===== config.mk =====
export PLATFORM = sky130hd
export DESIGN_NAME = regbank_wb_arbiter
export DESIGN_NICKNAME = d
export VERILOG_FILES = /design/src/rtl/regbank_wb_arbiter_pkg.sv /design/src/rtl/regbank_wb_arbiter_wb_req_fifo.sv /design/src/rtl/regbank_wb_arbiter.sv
export SDC_FILE = /design/constraint.sdc
export NUM_CORES = 1
export LEC_CHECK = 0
export ABC_AREA = 0
export BUFFER_PORTS_ARGS = -buffer_cell sky130_fd_sc_hd__buf_4
export CAP_MARGIN = 20
export CORE_MARGIN = 2
export CORE_UTILIZATION = 35
export DETAILED_ROUTE_END_ITERATION = 10
export GPL_ROUTABILITY_DRIVEN = 0
export SLEW_MARGIN = 20
export SYNTH_ARGS = -nofsm -noshare
export SYNTH_HDL_FRONTEND = slang
export SYNTH_SLANG_ARGS = --single-unit

===== constraint.sdc =====
create_clock -name clk -period 7.3 [get_ports clk]
set_clock_uncertainty 0.15 [all_clocks]
set_input_delay 0.73 -clock clk [delete_from_list [all_inputs] [get_ports clk]]
set_output_delay 0.73 -clock clk [all_outputs]
set_load 0.005 [all_outputs]

===== src/rtl/regbank_wb_arbiter_pkg.sv =====
// Shared constants and types for the register-bank writeback arbiter.
package regbank_wb_arbiter_pkg;

  localparam int RB_DW   = 32;
  localparam int RB_AW   = 5;
  localparam int RB_NREG = 1 << RB_AW;

  // One writeback request as it travels through a requester FIFO.
  typedef struct packed {
    logic [RB_AW-1:0] wr;
    logic [RB_DW-1:0] data;
  } wb_req_t;

  // Round-robin pointer encoding: which port was granted last.
  typedef enum logic {
    PORT_A = 1'b0,
    PORT_B = 1'b1
  } rr_port_t;

endpackage


===== src/rtl/regbank_wb_arbiter_wb_req_fifo.sv =====
// Small synchronous FIFO holding pending writeback requests for one port.
// Per-entry valid/index outputs let the parent build the pending-write mask.
module wb_req_fifo #(
  parameter int W     = 37,
  parameter int AW    = 5,
  parameter int DEPTH = 2
) (
  input  logic          clk,
  input  logic          reset,
  input  logic          push,
  input  logic [W-1:0]  push_data,
  input  logic          pop,
  output logic          full,
  output logic          empty,
  output logic [W-1:0]  head,
  output logic [DEPTH-1:0] entry_valid,
  output logic [DEPTH-1:0] entry_is_head,
  output logic [AW-1:0] entry_wr [DEPTH]
);

  localparam int PW = $clog2(DEPTH);
  localparam int CW = PW + 1;

  logic [W-1:0]  mem [DEPTH];
  logic [PW-1:0] wr_ptr;
  logic [PW-1:0] rd_ptr;
  logic [CW-1:0] count;

  assign full  = (count == CW'(DEPTH));
  assign empty = (count == '0);
  assign head  = mem[rd_ptr];

  // Entry g is live when its distance from the read pointer is below the occupancy.
  for (genvar g = 0; g < DEPTH; g++) begin : g_ent
    logic [PW-1:0] off;
    assign off              = PW'(g) - rd_ptr;
    assign entry_valid[g]   = ({1'b0, off} < count);
    assign entry_is_head[g] = (PW'(g) == rd_ptr);
    assign entry_wr[g]      = mem[g][W-1 -: AW];
  end

  // Storage is written on push only; contents of dead entries are never observed.
  always_ff @(posedge clk) begin
    if (push) mem[wr_ptr] <= push_data;
  end

  // Pointers wrap naturally; simultaneous push and pop leave occupancy unchanged.
  always_ff @(posedge clk) begin
    if (reset) begin
      wr_ptr <= '0;
      rd_ptr <= '0;
      count  <= '0;
    end else begin
      if (push) wr_ptr <= wr_ptr + PW'(1);
      if (pop)  rd_ptr <= rd_ptr + PW'(1);
      case ({push, pop})
        2'b10:   count <= count + CW'(1);
        2'b01:   count <= count - CW'(1);
        default: count <= count;
      endcase
    end
  end

endmodule


===== src/rtl/regbank_wb_arbiter.sv =====
// Shares the register bank write port between the ALU (A) and load (B)
// writeback paths: per-port FIFOs, round-robin arbitration over the heads,
// a registered write-port driver and a registered pending-write mask.
//
// Handshake: a transfer happens on a rising edge where valid and ready are both
// high; ready reflects only "FIFO not full" (and is low in reset), never valid
// or the current grant; wr/data are sampled only on a transfer.
module regbank_wb_arbiter
  import regbank_wb_arbiter_pkg::*;
#(
  parameter int DW      = RB_DW,
  parameter int AW      = RB_AW,
  parameter int DEPTH   = 2,
  parameter int DROP_R0 = 1
) (
  input  logic               clk,
  input  logic               reset,
  input  logic               a_valid,
  output logic               a_ready,
  input  logic [AW-1:0]      a_wr,
  input  logic [DW-1:0]      a_data,
  input  logic               b_valid,
  output logic               b_ready,
  input  logic [AW-1:0]      b_wr,
  input  logic [DW-1:0]      b_data,
  output logic               wb_write,
  output logic [AW-1:0]      wb_wr,
  output logic [DW-1:0]      wb_data,
  output logic [(1<<AW)-1:0] pend_mask
);

  localparam int NREG = 1 << AW;
  localparam int W    = AW + DW;

  logic             a_full, a_empty, b_full, b_empty;
  logic             a_push, b_push, a_pop, b_pop;
  logic [W-1:0]     a_head, b_head, gnt_req;
  logic [DEPTH-1:0] a_ent_valid, a_ent_head, b_ent_valid, b_ent_head;
  logic [AW-1:0]    a_ent_wr [DEPTH];
  logic [AW-1:0]    b_ent_wr [DEPTH];
  logic             grant;
  rr_port_t         sel;
  rr_port_t         last_q;
  logic [AW-1:0]    gnt_wr;
  logic [DW-1:0]    gnt_data;
  logic             gnt_drop;
  logic [NREG-1:0]  pend_next;

  // Register-0 writes vanish at the bank when dropping is enabled.
  function automatic logic dropped(input logic [AW-1:0] idx);
    return (DROP_R0 != 0) && (idx == '0);
  endfunction

  assign a_ready = ~a_full & ~reset;
  assign b_ready = ~b_full & ~reset;
  assign a_push  = a_valid & a_ready;
  assign b_push  = b_valid & b_ready;

  wb_req_fifo #(.W(W), .AW(AW), .DEPTH(DEPTH)) u_fifo_a (
    .clk(clk), .reset(reset), .push(a_push), .push_data({a_wr, a_data}),
    .pop(a_pop), .full(a_full), .empty(a_empty), .head(a_head),
    .entry_valid(a_ent_valid), .entry_is_head(a_ent_head), .entry_wr(a_ent_wr)
  );

  wb_req_fifo #(.W(W), .AW(AW), .DEPTH(DEPTH)) u_fifo_b (
    .clk(clk), .reset(reset), .push(b_push), .push_data({b_wr, b_data}),
    .pop(b_pop), .full(b_full), .empty(b_empty), .head(b_head),
    .entry_valid(b_ent_valid), .entry_is_head(b_ent_head), .entry_wr(b_ent_wr)
  );

  // Round-robin choice over the FIFO heads; on contention the port not granted last wins.
  always_comb begin
    grant = 1'b0;
    sel   = PORT_A;
    if (!a_empty && !b_empty) begin
      grant = 1'b1;
      sel   = (last_q == PORT_A) ? PORT_B : PORT_A;
    end else if (!a_empty) begin
      grant = 1'b1;
      sel   = PORT_A;
    end else if (!b_empty) begin
      grant = 1'b1;
      sel   = PORT_B;
    end
  end

  assign a_pop    = grant && (sel == PORT_A);
  assign b_pop    = grant && (sel == PORT_B);
  assign gnt_req  = (sel == PORT_B) ? b_head : a_head;
  assign gnt_wr   = gnt_req[W-1 -: AW];
  assign gnt_data = gnt_req[DW-1:0];
  assign gnt_drop = dropped(gnt_wr);

  // Next pending set: surviving FIFO entries, this cycle's pushes and the write being granted.
  always_comb begin
    pend_next = '0;
    for (int i = 0; i < DEPTH; i++) begin
      if (a_ent_valid[i] && !(a_pop && a_ent_head[i]) && !dropped(a_ent_wr[i]))
        pend_next[a_ent_wr[i]] = 1'b1;
      if (b_ent_valid[i] && !(b_pop && b_ent_head[i]) && !dropped(b_ent_wr[i]))
        pend_next[b_ent_wr[i]] = 1'b1;
    end
    if (a_push && !dropped(a_wr)) pend_next[a_wr] = 1'b1;
    if (b_push && !dropped(b_wr)) pend_next[b_wr] = 1'b1;
    if (grant && !gnt_drop)       pend_next[gnt_wr] = 1'b1;
  end

  // Write-port register, round-robin pointer and pending mask advance together.
  always_ff @(posedge clk) begin
    if (reset) begin
      wb_write  <= 1'b0;
      wb_wr     <= '0;
      wb_data   <= '0;
      last_q    <= PORT_B;
      pend_mask <= '0;
    end else begin
      wb_write  <= grant && !gnt_drop;
      pend_mask <= pend_next;
      if (grant) begin
        wb_wr   <= gnt_wr;
        wb_data <= gnt_data;
        last_q  <= sel;
      end
    end
  end

endmodule


Word-level counts from Yosys, hierarchy flattened --
Memory sizes are Yosys's and may differ from the RTL's. A register that Yosys moved wholly into a read port is not among the register bits. Cells that the tools add are included.
Storage, ports and cells: input port bits 78, output and inout port bits 72, memories kept 2, register bits after elaboration 79, bits in writable memories 148, word-level logic and storage cells 152
Operators by class: reductions and logical operators 49, bitwise operators 16, order comparisons 18, multiplexer cells 38, add/sub/neg operators 12, equality and inequality tests 6
Memories:
- u_fifo_a.mem | depth 2, width 37, rd ports 3, clocked after memory_dff 1, wr ports 1, RTL line regbank_wb_arbiter_wb_req_fifo.sv:24 | logic [W-1:0] mem [DEPTH];
- u_fifo_b.mem | depth 2, width 37, rd ports 3, clocked after memory_dff 1, wr ports 1, RTL line regbank_wb_arbiter_wb_req_fifo.sv:24
Operators by type and width (number):
- $mux W32 | 7
- $or A32 B32 Y32 | 6
- $lt A5 B6 Y1 const B | 7
- $mux W37 | 1
- $demux W1 S5 | 7
- $ge A5 B1 Y1 const B | 7
- $logic_not A5 Y1 | 7
- $logic_and A1 B1 Y1 | 25
- $mux W1 | 21
- $logic_not A1 Y1 | 13
- $eq A2 B2 Y1 const B | 4
- $lt A1 B2 Y1 | 4
- $pmux W2 S2 | 2
- $not A1 Y1 | 6
- $add A1 B1 Y1 const B | 4
- $add A2 B1 Y2 const B | 2
- $and A1 B1 Y1 | 4
- $eq A2 B1 Y1 const B | 2
- $logic_not A2 Y1 | 2
- $reduce_bool A2 Y1 | 2
- $sub A1 B1 Y1 const A | 4
- $sub A2 B1 Y2 const B | 2

Depth between registers and ports, before layout --
Gate-level depths: netlist of run 1.
depth in word-level cells 23, depth in mapped cells 13, mapped depth without buffers 10

Modules after synthesis --
Synthesis of run 1 repeated with hierarchy kept, for this count alone.
Unflattened totals: cell total of the unflattened synthesis 930, area, all modules 10706.5 µm²
By module, submodules not included:
- wb_req_fifo | times used 2, cells an instance 152, sequential area each 2322.2 µm², area an instance 2975.4 µm²
- regbank_wb_arbiter | times used 1, cells an instance 626, sequential area each 1421.4 µm², area an instance 4755.8 µm²

Least setup slack after synthesis of run 1 --
No wires, ideal clock.
path type in2reg, from input a_valid, to memory u_fifo_a.mem[0][0], enable pin, stages on the path 4, data required time 6719 ps, data arrival time 2859 ps, setup slack 3860 ps, buffers on the path 1, library setup time 431 ps, path through nor2b_1 > buf_2 > nand2_1 > nor2_1
Between the ends: cells in the longest elaborated chain, start to end 3
Ends and longest elaborated chain:
- start: declaration | RTL line regbank_wb_arbiter.sv:18 | input logic a_valid,
- $and A1 B1 Y1 | RTL line regbank_wb_arbiter.sv:56 | assign a_push = a_valid & a_ready;
- $mux W1 | RTL line regbank_wb_arbiter_wb_req_fifo.sv:44 | if (push) mem[wr_ptr] <= push_data;
- $mux W1 (implied by the code) | RTL line regbank_wb_arbiter_wb_req_fifo.sv:44
- end: declaration | RTL line regbank_wb_arbiter_wb_req_fifo.sv:24
No other way between the ends.

Final worst setup path of run 1 --
from register u_fifo_a.count[1], to register pend_mask[10]
Between the ends: cells in the longest elaborated chain, start to end 23, elaborated cells on any way between the ends 55, those cells by class order compare (4); eq/ne (1); mux (14); bitwise (10); reduce/logical (26)
Ends and longest elaborated chain:
- start: declaration | RTL line regbank_wb_arbiter_wb_req_fifo.sv:27 | logic [CW-1:0] count;
- start signal: assignment | RTL line regbank_wb_arbiter_wb_req_fifo.sv:57 | 2'b10: count <= count + CW'(1);
- start signal: assignment | RTL line regbank_wb_arbiter_wb_req_fifo.sv:58 | 2'b01: count <= count - CW'(1);
- start signal: assignment | RTL line regbank_wb_arbiter_wb_req_fifo.sv:59 | default: count <= count;
- $logic_not A2 Y1 (*) | RTL line regbank_wb_arbiter_wb_req_fifo.sv:30 | assign empty = (count == '0);
- $logic_not A1 Y1
- $logic_and A1 B1 Y1 | RTL line regbank_wb_arbiter.sv:75 | if (!a_empty && !b_empty) begin
- $mux W1 | RTL line regbank_wb_arbiter.sv:75
- $not A1 Y1 | RTL line regbank_wb_arbiter.sv:87 | assign a_pop = grant && (sel == PORT_A);
- $logic_and A1 B1 Y1 (*) | RTL line regbank_wb_arbiter.sv:87
- net a_pop | RTL line regbank_wb_arbiter.sv:36 | logic a_push, b_push, a_pop, b_pop;
- $logic_and A1 B1 Y1 | RTL line regbank_wb_arbiter.sv:98 | if (a_ent_valid[i] && !(a_pop && a_ent_head[i]) && !dropped(a_ent_wr[i]))
- [8 not listed]
- $or A32 B32 Y32 (no source line)
- $mux W32 (*) | RTL line regbank_wb_arbiter.sv:100 | if (b_ent_valid[i] && !(b_pop && b_ent_head[i]) && !dropped(b_ent_wr[i]))
- $or A32 B32 Y32 (no source line)
- $mux W32 (*) | RTL line regbank_wb_arbiter.sv:103 | if (a_push && !dropped(a_wr)) pend_next[a_wr] = 1'b1;
- $or A32 B32 Y32 (no source line)
- $mux W32 (*) | RTL line regbank_wb_arbiter.sv:104 | if (b_push && !dropped(b_wr)) pend_next[b_wr] = 1'b1;
- $or A32 B32 Y32 (no source line)
- $mux W32 (*) | RTL line regbank_wb_arbiter.sv:105 | if (grant && !gnt_drop) pend_next[gnt_wr] = 1'b1;
- end signal: assignment | RTL line regbank_wb_arbiter.sv:118 | pend_mask <= pend_next;
- end: declaration | RTL line regbank_wb_arbiter.sv:29 | output logic [(1<<AW)-1:0] pend_mask
Mark *: on every way through the listed nets, which the timed path passes. The rest lies on a longest branch. A chain may end at the register's enable or synchronous reset.

==> results of run 1 <==
## state kept, by name (all words and copies together) (netlist names), 2 cells and up, named ones only
| name | cells |
|---|---|
| u_fifo_a.mem | 74 |
| u_fifo_a.count | 2 |
| u_fifo_b.mem | 74 |
| wb_data | 32 |
| u_fifo_b.count | 2 |
| wb_wr | 5 |
| pend_mask | 32 |
## critical path, delay by kind of cell (launching register included)
family,cells,cell delay [ns]
and+or+nand+nor,5,1.72
AOI/OAI and AO/OA,3,0.93
buffers and inverters,1,0.67
DFF,1,0.64
adders and majority gates,1,0.28
## layout by cell type (no fill, tap or decap), types with 5 or more instances in the layout
master	synthesis	final
clkbuf_16	0	25
dfxtp_1	81	79
nand2b_1	12	12
o211ai_1	8	8
nand3b_1	13	13
nor2_1	59	57
nand2_1	135	135
nor4_1	29	29
o32ai_1	16	16
inv_1	6	6
nor3_1	28	28
nand4_1	6	6
buf_4	0	154
a211oi_1	6	6
o22ai_1	65	65
nor2b_1	11	11
nand3_1	48	48
o21ai_1	5	5
or2_2	5	5
nor3b_1	5	5
a21oi_1	50	50
ha_1	6	6
mux2i_1	70	70
edfxtp_1	148	148
or3_1	5	5
## final timing paths
kind	start	end	cells after the start
hold / removal	b_data[25]	u_fifo_b.mem[0][25]	1
setup reg to reg	u_fifo_a.count[1]	pend_mask[10]	10
hold reg to reg	wb_data[3]	wb_data[3]	2
setup / recovery	u_fifo_a.count[1]	pend_mask[10]	10
## kinds of logic (layout without fill, tap and decap cells)
family                     after synthesis  count (layout)
buffers and inverters                   75             208
and+or+nand+nor                        377             377
other                                    1               1
xor gates and xnor gates                 8               8
adders and majority gates                6               6
AOI/OAI and AO/OA                      184             184
DFF                                    229             229
muxes                                   80              80
## power breakdown
group	leakage, uW	internal (uW)	switching, uW
Clock	0.000432	816	534
Combinational	0.00196	569	909
Sequential	0.00202	1590	136
## routing by layer
layer	part of all wire, %	vias up	global-route usage (%)
li1	-	3838	-
met1	41	3915	26.12
met2	44	526	30.60
met3	11	129	5.141
met4	4.6	0	8.504
met5	0	-	0
## stage by stage
| step | std cells | total power (uW) | hold WS [ns] | setup slack [ns] | cell area (um^2) |
|---|---|---|---|---|---|
| detailed placement | 1437 | 3227 | 0.2984 | 2.798 | 11910 |
| global placement | 1436 | 3206 | 0.2926 | 2.925 | 11880 |
| finish | 1483 | 4556 | 0.2158 | 2.690 | 12800 |
| global route | 1483 | 4800 | 0.1933 | 2.400 | 12800 |
| CTS | 1483 | 4588 | 0.1946 | 2.770 | 12800 |
| floorplan | 960 | 2701 | 0.2983 | 3.860 | 10560 |
## final cells by class
type	count	share of cell area (%)
clock buffers	32	5.405
clock inverters	14	1.535
inverters	7	0.2053
multi-input cells	656	32.39
flip-flops and latches	229	47.41
well taps	390	3.812
repair buffers	155	9.246
==> summary.md, run 1 <==
| Metric | Value |
|---|---|
| Status | `finished, violations left` |
| Violated checks | `design-rule violations` |
| Die area | `31560 um^2` |
| Synth Area in Compound Gates | `12.02%` |
| Main combinational cell family by area after synthesis | `simple AND/OR/NAND/NOR gates` |
| Adder-cell share of the synthesized area | `less than 1%` |
| Final min period | `approximately 4.6 ns` |
| Via density | `5.670` |
| Measured slew at the worst slew-check pin | `approximately 1.1 ns` |
| Num CTS Buffers | `25` |
| Crit Path Category | `reg -> reg` |
| RSZ-0062 raised after global routing | `false` |
| DR WL/cell | `~21 um` |
| Critical Path RT | `approximately 7.5 ns` |
| CP max stage delay | `slightly above 0.7 ns` |
| Ys async rst share | `0%` |
| Core area | `29640 um^2` |
| ANT cells | `0` |
| Crit-path max FO | `47` |
| Antenna violations before repair | `1` |
| Most common flop cell mapped by yosys | `edfxtp_1` |
| Register Area | `between 6000 and 7000 um^2` |
| Fmax | `~220 MHz` |
| Synth top cells by count | `148 x edfxtp_1, 135 x nand2_1, 81 x dfxtp_1, 70 x mux2i_1, 65 x o22ai_1` |
| Count of input and output buffers | `around 150` |
| Register area share after synthesis | `a little under three fifths` |
| Multi-input logic area | `a little over 4000 um^2` |
| Setup violations, final | `0` |
| Post-Route WL | `approximately 32000 um` |
| Seq cells post-synth | `~230` |
| CTS tree | `yes` |
| Post-Syn Area per Cell | `about 11 um^2` |
| First-pass GRT wire length | `around 48000 um` |
| Fill cell count | `2879` |
| Post-layout util | `43.19%` |
| Xor-xnor portion of the synthesized cell area | `less than 1%` |
| Critical path cell sequence | `o21ai_1, nand2_2, inv_2, nor2_1, ha_1, nor3b_1, o21ai_1, nor2_1, nor4_1, o22ai_1` |
| CTS H-tree depth | `1` |
| Fin. max-slew vios | `0` |
| Share of the synthesized area in the top cell type | `between 40% and 50%` |
| Skew-Pair Late Insertion Delay | `between 0.5 and 0.6 ns` |
| PD cells | `355.9 nW/um^2` |
| Num Clock Sinks | `229` |
| Period utilisation layout | `between 60 and 70%` |
| EDFF count, synth | `148` |
| Synth Cell Area | `about 11000 um^2` |
| Type of the tightest min-delay check | `in -> reg` |
| Total track usage | `19.77%` |
| DRC violations left | `1` |
| Die height | `177.7 um` |
| # IOs | `150` |
| Dominant cell type by area after synthesis | `edfxtp_1` |
| Cells after Synth | `960` |
| Gr ovfl total | `0` |
| Drt initial violations | `between 1k and 1.5k` |
| Hold buffers post-CTS | `0` |
| Netlist cell types | `70` |
| DR vias | `about 8.4k` |
| Setup TNS | `0 ns` |
| Slowest cell on crit path | `nand2_2` |
| Longest Clk Path Bufs | `3` |
| Final hold vios | `0` |
| VDD IR max | `0.0002346 V` |
| Most numerous cell in the Yosys netlist | `edfxtp_1` |
| Share of layout cells above drive strength 1 | `21.68%` |
| Pre-Repair DR Iteration Count | `11` |
| Area Growth Syn to Fin | `21.28%` |
| HPWL after DPL | `roughly 21000 um` |
| Number of global-route vias before repair | `approximately 8k` |
| Nets | `approximately 1.2k` |
| Core Rows | `63` |
| # Max-Cap Violations | `0` |
| Relative slew slack | `23.65%` |
| Worst EP arrival | `around 4.9 ns` |
| Static Leakage | `0.004414 uW` |
| Post-CTS resize count | `0` |
| Reg-to-reg setup timing slack | `about 2.7 ns` |
| Net Count, Synth | `1044` |
| Initial Util | `35.61%` |
| Post-route ant nets | `0` |
| Largest net degree at the start of global routing | `85` |
| CP Capture Type | `flip-flop` |
| Die X | `177.7 um` |
| Type of origin of the critical path | `flip-flop` |
| Number of synthesis warnings | `0` |
| Number of buffers added for setup after CTS | `0` |
| Post-synthesis mux area share | `approximately 8%` |
| Synth area leaders | `edfxtp_1 42%, dfxtp_1 15%, mux2i_1 6.6%, nand2_1 4.8%, o22ai_1 3.9%` |
| Root buffer cell | `clkbuf_16` |
| Post-synthesis simple-gate area fraction | `~18%` |
| Clk slew on worst S/H paths | `approximately 0.06 ns` |
Power figures use the tool's default switching activity.
==> run 2: changes to the inputs <==
==> constraint.sdc (replaced) <==
create_clock -name clk -period 4.1 [get_ports clk]
set_clock_uncertainty 0.15 [all_clocks]
set_input_delay 0.41 -clock clk [delete_from_list [all_inputs] [get_ports clk]]
set_output_delay 0.41 -clock clk [all_outputs]
set_load 0.005 [all_outputs]
==> run 2 against run 1 <==
Total power grew 77%. Sequential share of layout area decreased by 2.4 points. Final area grew 5.3%. The run now ends clean. Critical path type unchanged. Sequential power is 83% higher. Worst setup slack worse by 1.8 ns. Worst hold slack lost 0.18 ns. Count of clock-buffer cells in the layout increased by 10.
==> summary.md, run 2 (synthesis results as in run 1) <==
| Metric | Value |
|---|---|
| Pre-Repair DR Iteration Count | `7` |
| # Max-Cap Violations | `0` |
| Largest net degree at the start of global routing | `between 80 and 90` |
| # IOs | `150` |
| VDD IR max | `0.0004711 V` |
| Count of input and output buffers | `approximately 150` |
| Number of global-route vias before repair | `roughly 8.4k` |
| WHS Path Cells | `1` |
| CTS tree | `yes` |
| CP max stage delay | `approximately 0.6 ns` |
| Commonest cells after routing, fill and taps aside | `158 x buf_4, 148 x edfxtp_1, 135 x nand2_1` |
| Core area | `around 30000 um^2` |
| Crit-path max FO | `12` |
| CTS H-tree depth | `1` |
| DR WL/cell | `around 21 um` |
| Post-CTS resize count | `0` |
| Status | `complete, no violations` |
| Period utilisation layout | `just under 80%` |
| Num Clock Sinks | `~230` |
| Hold Startpoint | `a_wr[4]` |
| CP Capture Type | `flip-flop` |
| HPWL after DPL | `between 20000 and 25000 um` |
| DRC violations left | `0` |
| Die height | `177.7 um` |
| Fin. max-slew vios | `0` |
| Most common cell after layout, fill and taps aside | `buf_4` |
| FF-to-FF path depth | `10` |
| Nets | `around 1.2k` |
| Critical path cell sequence | `o21ai_1, nand2_2, inv_2, nor2_1, ha_1, nor3_1, o21ai_1, o22ai_1, nor4_1, o22ai_1` |
| ANT cells | `0` |
| Post-layout util | `a little under half` |
| Post-Route WL | `32100 um` |
| Relative slew slack | `roughly 28%` |
| Crit path launch | `u_fifo_a.count[1]` |
| Core Rows | `63` |
| Skew-Pair Late Insertion Delay | `~0.54 ns` |
| Post-route ant nets | `0` |
| Reg-to-Reg Start | `u_fifo_a.count[1]` |
| RSZ-0062 raised after global routing | `false` |
| Type of origin of the critical path | `flip-flop` |
| Total track usage | `roughly a fifth` |
| Final min period | `between 3 and 4 ns` |
| Measured slew at the worst slew-check pin | `between 1 and 1.5 ns` |
| Antenna violations before repair | `0` |
| Clk slew on worst S/H paths | `roughly 0.060 ns` |
| Die area | `~32000 um^2` |
| Share of layout cells above drive strength 1 | `20.10%` |
| Area Growth Syn to Fin | `27.75%` |
| DR vias | `8843` |
| Drt initial violations | `1069` |
| Static Leakage | `about 0.0047 uW` |
| Placed cell area | `~12000 um^2` |
| Root buffer cell | `clkbuf_16` |
| Fmax | `315.2 MHz` |
| Die X | `around 180 um` |
| Gr ovfl total | `0` |
| Critical Path RT | `between 4 and 5 ns` |
| Pre-CTS WS | `0.9280 ns` |
| Number of buffers added for setup after CTS | `0` |
| Setup TNS | `0 ns` |
| Slowest cell on crit path | `dfxtp_1` |
| Num CTS Buffers | `25` |
| Via density | `between 5 and 6` |
| Crit Path Category | `reg -> reg` |
| Final hold vios | `0` |
| Largest regs | `u_fifo_a.mem: 74 flops, u_fifo_b.mem: 74 flops` |
| Worst EP arrival | `3.38 ns` |
| Longest Clk Path Bufs | `3` |
| Initial Util | `between 30% and 40%` |
| First-pass GRT wire length | `48440 um` |
| Fin worst setup slack | `about 0.9 ns` |
| Type of the tightest min-delay check | `in -> reg` |
| PD cells | `598.0 nW/um^2` |
| Setup violations, final | `0` |
| Post-route cell area | `roughly 13000 um^2` |
==> run 2: final timing paths <==
path,end,slack (ns)
worst max-delay path,pend_mask[12],0.93
worst min-delay path,u_fifo_a.mem[0][36],0.03
worst max register to register,pend_mask[12],0.93
worst min register to register,wb_data[1],0.30
==> run 2: critical path, delay by kind of cell (launching register included) <==
| family | cells | cell delay [ns] |
|---|---|---|
| AO/OA/AOI/OAI | 4 | 1.02 |
| adder cells (fa/ha/maj) | 1 | 0.29 |
| buffers and inverters | 1 | 0.05 |
| flip-flops | 1 | 0.61 |
| AND/OR/NAND/NOR | 4 | 0.86 |
==> run 2: routing by layer <==
metal,GRT usage (%),part of all wire [%],up-vias
met2,30.39,43,568
met3,5.570,9.9,156
li1,-,-,3992
met4,9.768,5.6,0
met5,0,0,-
met1,26.00,42,4127
==> run 2: area by class of cell <==
| type | instances | area (um^2) |
|---|---|---|
| sequential | 229 | 6068 |
| fill | 2767 | 16150 |
| tap | 390 | 488.0 |
| timing repair buffer | 231 | 1927 |
| clock inverter | 4 | 61.31 |
| inverter | 7 | 26.28 |
| clock buffer | 42 | 770.7 |
| multi-input combinational | 656 | 4143 |
==> run 2: power by group <==
group | switching [uW] | internal [uW]
sequential | 324 | 2830
combinational | 1570 | 1070
clock | 922 | 1350
==> run 2: repair_timing <==
item                       4_1_cts  5_1_grt
hold endpoints to repair       144        0
setup endpoints to repair        0        0
hold buffers                    72        0
==> run 2: through the flow <==
stage                     total power (uW)  hold WS, ns  cells
after global routing                  8476      0.01859   1559
after floorplan                       4809       0.2983    960
after CTS                             8099     0.003809   1559
after global placement                5741       0.2944   1441
after detailed placement              5757       0.2961   1441
final                                 8064      0.03122   1559
==> run 3: changes to the inputs <==
==> constraint.sdc (replaced) <==
create_clock -name clk -period 3.2 [get_ports clk]
set_clock_uncertainty 0.15 [all_clocks]
set_input_delay 0.32 -clock clk [delete_from_list [all_inputs] [get_ports clk]]
set_output_delay 0.32 -clock clk [all_outputs]
set_load 0.005 [all_outputs]
==> run 3 against run 2 <==
Count of clock-buffer cells in the layout decreased by 7. Sequential power up 26%. Critical path depth is the same. Highest routed layer unchanged. Final area up 0.61%. Routed wire length up 2.8%. Combinational power rose by 34%. Sequential cell count did not move. First-iteration DRC count increased by 10%.
==> summary.md, run 3 (synthesis results as in run 1) <==
| Metric | Value |
|---|---|
| Relative slew slack | `between 30% and 40%` |
| # IOs | `150` |
| Largest net degree at the start of global routing | `83` |
| Hold buffers post-CTS | `74` |
| Nets | `approximately 1.2k` |
| CTS H-tree depth | `1` |
| Internal power | `between 6000 and 7000 uW` |
| Drt initial violations | `1180` |
| Final min period | `between 2 and 3 ns` |
| Worst EP arrival | `3.13 ns` |
| PD cells | `764.7 nW/um^2` |
| DRC violations left | `0` |
| Core area | `between 20000 and 30000 um^2` |
| Switching Fraction | `about 35%` |
| VDD IR max | `about 0.00044 V` |
| Static Leakage | `between 0.004 and 0.005 uW` |
| Total track usage | `between 20% and 30%` |
| Skew-Pair Late Insertion Delay | `around 0.54 ns` |
| Root buffer cell | `clkbuf_16` |
| Post-CTS resize count | `0` |
| Count of input and output buffers | `between 100 and 150` |
| Post-Route WL | `32990 um` |
| Setup TNS | `0 ns` |
| Largest regs | `u_fifo_a.mem: 74 flops, u_fifo_b.mem: 74 flops` |
| Worst hold slack | `0.3025 ns` |
| First-pass GRT wire length | `between 40000 and 50000 um` |
| Most common cell after layout, fill and taps aside | `buf_4` |
| Part of the power in the clock network | `27.7%` |
| Measured slew at the worst slew-check pin | `1.014 ns` |
| Fin worst setup slack | `just under 0.3 ns` |
| Commonest cells after routing, fill and taps aside | `164 x buf_4, 148 x edfxtp_1, 135 x nand2_1` |
| Period utilisation layout | `between 90% and 100%` |
| WHS Path Cells | `2` |
| HPWL after DPL | `21380 um` |
| Crit-path max FO | `10` |
| Core Rows | `63` |
| RSZ-0062 raised after global routing | `false` |
| Number of buffers added for setup after CTS | `0` |
| # Max-Cap Violations | `0` |
| Fill cell count | `2826` |
| Type of the tightest min-delay check | `reg -> reg` |
| Final hold vios | `0` |
| Initial Util | `~36%` |
| CTS tree | `yes` |
| Share of layout cells above drive strength 1 | `20.70%` |
| Combinational Power Share | `between 30% and 40%` |
| FF-to-FF path depth | `10` |
| Antenna violations before repair | `2` |
| Post-route ant nets | `0` |
| Pre-Repair DR Iteration Count | `7` |
| Crit Path Category | `reg -> reg` |
| Num Clock Sinks | `~230` |
| CP Capture Type | `flip-flop` |
| Status | `complete, no violations` |
| Critical Path RT | `between 3 and 4 ns` |
| Number of global-route vias before repair | `about 8.6k` |
| Die height | `around 180 um` |
| Num CTS Buffers | `25` |
| Type of origin of the critical path | `flip-flop` |
| Gr ovfl total | `0` |
| Setup violations, final | `0` |
| Area Growth Syn to Fin | `28.53%` |
| Die area | `around 32000 um^2` |
| Fmax | `around 340 MHz` |
| Via density | `between 5 and 6` |
| Longest Clk Path Bufs | `3` |
| Die X | `~180 um` |
| DR WL/cell | `21.01 um` |
| Flop pwr share | `between 30% and 40%` |
| Pre-CTS WS | `~0.36 ns` |
| Psw | `3683 uW` |
| DR vias | `between 8k and 9k` |
| Clk slew on worst S/H paths | `about 0.060 ns` |
| Fin. max-slew vios | `0` |
==> run 3: cell types whose count changed in the layout (fill, tap and decap cells not counted), moves of 2 or more <==
cell / previous run / this run
buf_4: 158 / 164
buf_12: 1 / 3
clkbuf_1: 10 / 8
dlygate4sd3_1: 72 / 74
clkinv_2: 1 / 5
clkbuf_8: 6 / 2
==> run 3: final timing paths <==
kind,from,to,slack (ns)
worst max-delay path,u_fifo_b.count[1],pend_mask[18],0.29
worst min-delay path,wb_data[15],wb_data[15],0.30
worst max register to register,u_fifo_b.count[1],pend_mask[18],0.29
worst min register to register,wb_data[15],wb_data[15],0.30
==> run 3: layer usage <==
metal | vias up | GRT usage, % | share of wire, %
li1 | 4017 | - | -
met1 | 4191 | 26.22 | 40
met2 | 558 | 32.83 | 45
met3 | 124 | 5.270 | 10
met4 | 0 | 7.787 | 4.2
met5 | - | 0 | 0
==> run 3: power by group through the flow <==
stage / Clock, uW / Sequential (uW) / Combinational [uW]
2_1_floorplan: 0 / 3890 / 2270
3_3_place_gp: 0 / 4030 / 3390
3_5_place_dp: 0 / 4030 / 3440
4_1_cts: 2920 / 3970 / 3530
5_1_grt: 3050 / 4030 / 3860
6_report: 2870 / 3970 / 3540
==> run 3: cell type report <==
type | instances | area, um^2 | share of cell area (%)
flip-flops and latches | 229 | 6068 | 44.73
multi-input cells | 656 | 4143 | 30.54
diodes | 1 | 2.502 | 0.01845
inverters | 7 | 26.28 | 0.1937
clock buffers | 35 | 683.2 | 5.035
repair buffers | 241 | 2032 | 14.98
clock inverters | 11 | 123.9 | 0.9130
well taps | 390 | 488.0 | 3.597
==> run 3: per-stage QoR <==
step	total power (uW)	instance area (um^2)	cells	util (%)
6_report	10370	13570	1570	45.77
5_1_grt	10930	13570	1570	45.77
4_1_cts	10420	13560	1569	45.77
3_5_place_dp	7465	12020	1449	40.54
3_3_place_gp	7417	12020	1449	40.54
2_1_floorplan	6161	10560	960	-
==> run 3: critical path: stages, from the launching register on <==
cell and delay, ns:
dfxtp_1 0.38, or2_1 0.36, nand2_2 0.12, inv_2 0.04, nor2_1 0.30, ha_1 0.28, nor3b_1 0.07, o21ai_1 0.47
nor2_1 0.11, nor4_1 0.33, o22ai_1 0.13
